[config.mk]
export PLATFORM = sky130hd
export DESIGN_NAME = uart_rx
export DESIGN_NICKNAME = d
export VERILOG_FILES = /design/src/rtl/uart_rx.sv
export SDC_FILE = /design/constraint.sdc
export NUM_CORES = 1
export LEC_CHECK = 0
export BUFFER_PORTS_ARGS = -buffer_cell sky130_fd_sc_hd__buf_2
export CORE_MARGIN = 10
export CORE_UTILIZATION = 30
export DETAILED_ROUTE_END_ITERATION = 16
export GPL_ROUTABILITY_DRIVEN = 0
export GPL_TIMING_DRIVEN = 1
export PLACE_DENSITY = 0.49
export SYNTH_ARGS = -nofsm -noshare
export SYNTH_HDL_FRONTEND = slang
export SYNTH_SLANG_ARGS = --single-unit
[constraint.sdc]
create_clock -name clk -period 1.8 [get_ports clk]
set_clock_uncertainty 0.2 [all_clocks]
set_input_delay 0.27 -clock clk [delete_from_list [all_inputs] [get_ports clk]]
set_output_delay 0.27 -clock clk [all_outputs]
set_load 0.01 [all_outputs]
[src/rtl/uart_rx.sv]
// 8N1 UART receiver, LSB first, centre-sampled, with a 2-flop input synchroniser.
module uart_rx #(
  parameter int unsigned CLKS_PER_BIT = 433
) (
  input  logic       clk,
  input  logic       rst_n,
  input  logic       uart_rxd,
  output logic [7:0] data,
  output logic       data_valid,
  output logic       frame_err,
  output logic       busy
);

  localparam int unsigned CW   = (CLKS_PER_BIT > 1) ? $clog2(CLKS_PER_BIT) : 1;
  localparam int unsigned HALF = (CLKS_PER_BIT - 1) / 2;

  localparam logic [CW-1:0] HALF_CNT = CW'(HALF);
  localparam logic [CW-1:0] LAST_CNT = CW'(CLKS_PER_BIT - 1);

  typedef enum logic [2:0] {
    IDLE      = 3'd0,
    START     = 3'd1,
    DATA      = 3'd2,
    STOP      = 3'd3,
    WAIT_HIGH = 3'd4
  } state_t;

  state_t        state, state_d;
  logic [CW-1:0] cnt, cnt_d;
  logic [2:0]    bit_idx, bit_idx_d;
  logic [7:0]    shift_reg, shift_d;
  logic [7:0]    data_d;
  logic          data_valid_d;
  logic          frame_err_d;
  logic          rx_meta, rx_s;

  // Two-flop synchroniser; flops reset to the idle (high) line level.
  always_ff @(posedge clk or negedge rst_n) begin
    if (!rst_n) begin
      rx_meta <= 1'b1;
      rx_s    <= 1'b1;
    end else begin
      rx_meta <= uart_rxd;
      rx_s    <= rx_meta;
    end
  end

  // State, timing counter, shift register and registered outputs.
  always_ff @(posedge clk or negedge rst_n) begin
    if (!rst_n) begin
      state      <= IDLE;
      cnt        <= '0;
      bit_idx    <= '0;
      shift_reg  <= '0;
      data       <= '0;
      data_valid <= 1'b0;
      frame_err  <= 1'b0;
    end else begin
      state      <= state_d;
      cnt        <= cnt_d;
      bit_idx    <= bit_idx_d;
      shift_reg  <= shift_d;
      data       <= data_d;
      data_valid <= data_valid_d;
      frame_err  <= frame_err_d;
    end
  end

  // Next-state logic: counter restarts on every state change and every data bit.
  always_comb begin
    state_d      = state;
    cnt_d        = cnt + CW'(1);
    bit_idx_d    = bit_idx;
    shift_d      = shift_reg;
    data_d       = data;
    data_valid_d = 1'b0;
    frame_err_d  = 1'b0;

    unique case (state)
      IDLE: begin
        cnt_d     = '0;
        bit_idx_d = '0;
        if (!rx_s) begin
          state_d = START;
        end
      end

      START: begin
        // Centre of the start bit: a high line here was only a glitch.
        if (cnt == HALF_CNT) begin
          cnt_d   = '0;
          state_d = rx_s ? IDLE : DATA;
        end
      end

      DATA: begin
        if (cnt == LAST_CNT) begin
          cnt_d            = '0;
          shift_d[bit_idx] = rx_s;
          if (bit_idx == 3'd7) begin
            state_d = STOP;
          end else begin
            bit_idx_d = bit_idx + 3'd1;
          end
        end
      end

      STOP: begin
        // Leaving at the stop-bit centre lets a zero-gap start bit be caught.
        if (cnt == LAST_CNT) begin
          cnt_d = '0;
          if (rx_s) begin
            data_d       = shift_reg;
            data_valid_d = 1'b1;
            state_d      = IDLE;
          end else begin
            frame_err_d = 1'b1;
            state_d     = WAIT_HIGH;
          end
        end
      end

      WAIT_HIGH: begin
        // A held-low (break) line must not be read as a stream of start bits.
        cnt_d = '0;
        if (rx_s) begin
          state_d = IDLE;
        end
      end

      default: begin
        cnt_d   = '0;
        state_d = IDLE;
      end
    endcase
  end

  // Busy decoded directly from state.
  assign busy = (state != IDLE);

endmodule
==> flow_summary.toml <==
[synth]
synth_area_um2 = 1660
synth_seq_cells = 35
ys_types = 37
synthesis.instances = 143
syn_area_per_cell_um2 = 11.6
synth_edf_count = 0
postSynth.asyncResetShare = 1.00
synthFlopType = "dfrtp_1"
syn-num-nets = 150
yosysWarnings = 0
yosysSeqAreaShare = 0.531

[clock_network]
clockBufferDepth = 2
cts_root_buf = "clkbuf_8"
cts.clk_slew.worst_paths_ns = 0.07
cts_tree = "yes"
cts_max_level = 2
numCtsBuffers = 5
cts_num_sinks = 35
clock_latency_ns = 0.28

[routing]
wirelength_um = 3380
first_iter_violations = 33
drtPass1Iterations = 4
drc = 0
ant_nets = 0
avgRoutedWirePerCell_um = 13.6
via_per_inst = 4.73
num_vias = 1172

[run]
max_cap_viol_count = 0

[critical_path]
regToRegSetupSlack_ns = 0.006
path_class = "reg -> reg"
required_ns = 1.76
crit_path_start_kind = "flip-flop"
crit_fanout = 5
crit_arrival_ns = 1.76
end_kind = "flip-flop"

[power]
leakagePower_nw = 0.993
power.density_nw_per_um2 = 657
ir_drop_uv = 313
total_power_w = 0.00138

[timing]
whs_ns = 0.156
period_needed_ns = 1.79
setup_viol = 0
slew_violations = 0
worst_slew_pin_slew_ns = 0.443
fin_crit_sh = 0.997
fmax_mhz = 557
slew_headroom = 0.705
rsz0062_at_grt = "true"
hold_violations = 0

[layout]
syn_to_final_growth_pct = 27.1
drive_gt1_frac = 0.399
seq_area_um2 = 878
multi_input_area_um2 = 793
fill_cells = 504
fin_nets = 185
stdcell_area_um2 = 2100
diodes = 0
largest_reg_flops = 9

[place]
hpwlAfterDp_um = 2370
numPortBuffers = 13
place_area_um2 = 1940

[grt]
grt_start_max_net_pins = 36
grt_overflow_total = 0
grt_pass1_wl_um = 6030
grt_antenna_before_repair = 0
grt_use_total = 0.0854
grt_pass1_vias = 1277

[floorplanning]
start_util = 0.316
io_pins = 14
core_um2 = 5240
die_y_um = 94.3
placementRows = 26
die_w_um = 94.3
die_area_um2 = 8890

[hold_path]
hold_path_class = "reg -> reg"

[run_status]
status = "finished clean"
[metal layers]
metal / wire length [um] / vias to the layer above / track usage
met5: 0 / - / 0
met2: 1670 / 18 / 0.145
li1: - / 572 / -
met3: 180 / 6 / 0.0320
met1: 1490 / 576 / 0.0947
met4: 45 / 0 / 0.0304
[synthesized netlist by cell type (all sizes together) (2+ instances only)]
| cell type | count | share of area |
|---|---|---|
| and3 | 2 | 0.0076 |
| a21oi | 2 | 0.0060 |
| dfstp | 2 | 0.032 |
| nand2 | 9 | 0.020 |
| nor3 | 3 | 0.0091 |
| nand4 | 6 | 0.023 |
| ha | 4 | 0.030 |
| buf | 4 | 0.023 |
| xor2 | 6 | 0.032 |
| inv | 4 | 0.0091 |
| clkbuf | 4 | 0.0098 |
| nand4bb | 2 | 0.014 |
| dfrtp | 33 | 0.50 |
| mux2 | 16 | 0.11 |
| nand3 | 7 | 0.021 |
| nor3b | 2 | 0.016 |
| nand4b | 4 | 0.030 |
| o211ai | 3 | 0.014 |
| nor2 | 18 | 0.042 |
[path summary, 6_finish.rpt]
| check | startpoint | to | depth (start not counted) |
|---|---|---|---|
| max in group asynchronous | rst_n | rx_meta | 3 |
| worst max register to register | cnt[1] | data[0] | 6 |
| worst max-delay path | cnt[1] | data[0] | 6 |
| worst min register to register | rx_meta | rx_s | 0 |
| worst min-delay path | rx_meta | rx_s | 0 |
| min in group asynchronous | rst_n | shift_reg[2] | 3 |
[power by group]
group,internal [W],switching [W]
clock network,0.000300,0.000261
logic,0.00000801,0.0000201
registers,0.000791,0.00000162
total,0.00110,0.000283
[worst max-delay path: stages, from the launching register on]
cell and delay, ns:
dfrtp_1 0.39, inv_2 0.07, ha_4 0.13, nand4b_4 0.11
nor2_4 0.18, and3_4 0.28, mux2_4 0.31
[what timing repair did]
item | CTS | global route
hold buffers | 2 | 0
endpoints found under the setup margin | 9 | 30
gates resized for setup | 0 | 12
pin swaps | 1 | 4
gates cloned | 1 | 0
hold endpoints to repair | 34 | 0
setup buffers | 1 | 0
[logic make-up (layout without fill, tap and decap cells)]
group	Yosys count	count (layout)	synth area share
simple gates	60	61	0.213
compound gates	9	9	0.0386
fa+ha+maj	4	4	0.0302
flops	35	35	0.531
buf+inv	12	46	0.0416
xor+xnor	7	7	0.0370
mux	16	16	0.109
[layout by cell type (no fill, tap or decap), types with 6 or more instances in the layout]
cell type  count
dfrtp_1       33
buf_4         18
nor2_1        15
buf_2         13
mux2_4        10
nand2_1        9
nand4_1        6
xor2_1         6
nand3_1        6
mux2_2         6
clkbuf_8       6
[area by class of cell]
type                       count  share of cell area
clock buffer                   6              0.0392
tap                           70              0.0416
multi-input combinational     97               0.377
timing repair buffer          35               0.115
sequential                    35               0.417
clock inverter                 1             0.00238
inverter                       4             0.00713
[through the flow]
step / TNS (ns) / util / std cells / worst slack (ns)
floorplan: -0.573 / - / 143 / -0.0717
global placement: 0 / 0.370 / 237 / 0.0242
detailed placement: -0.0530 / 0.370 / 237 / -0.0203
CTS: -0.0446 / 0.394 / 248 / -0.0143
global route: -0.738 / 0.402 / 248 / -0.0737
finish: 0 / 0.402 / 248 / 0.00627
Power figures use the tool's default switching activity.
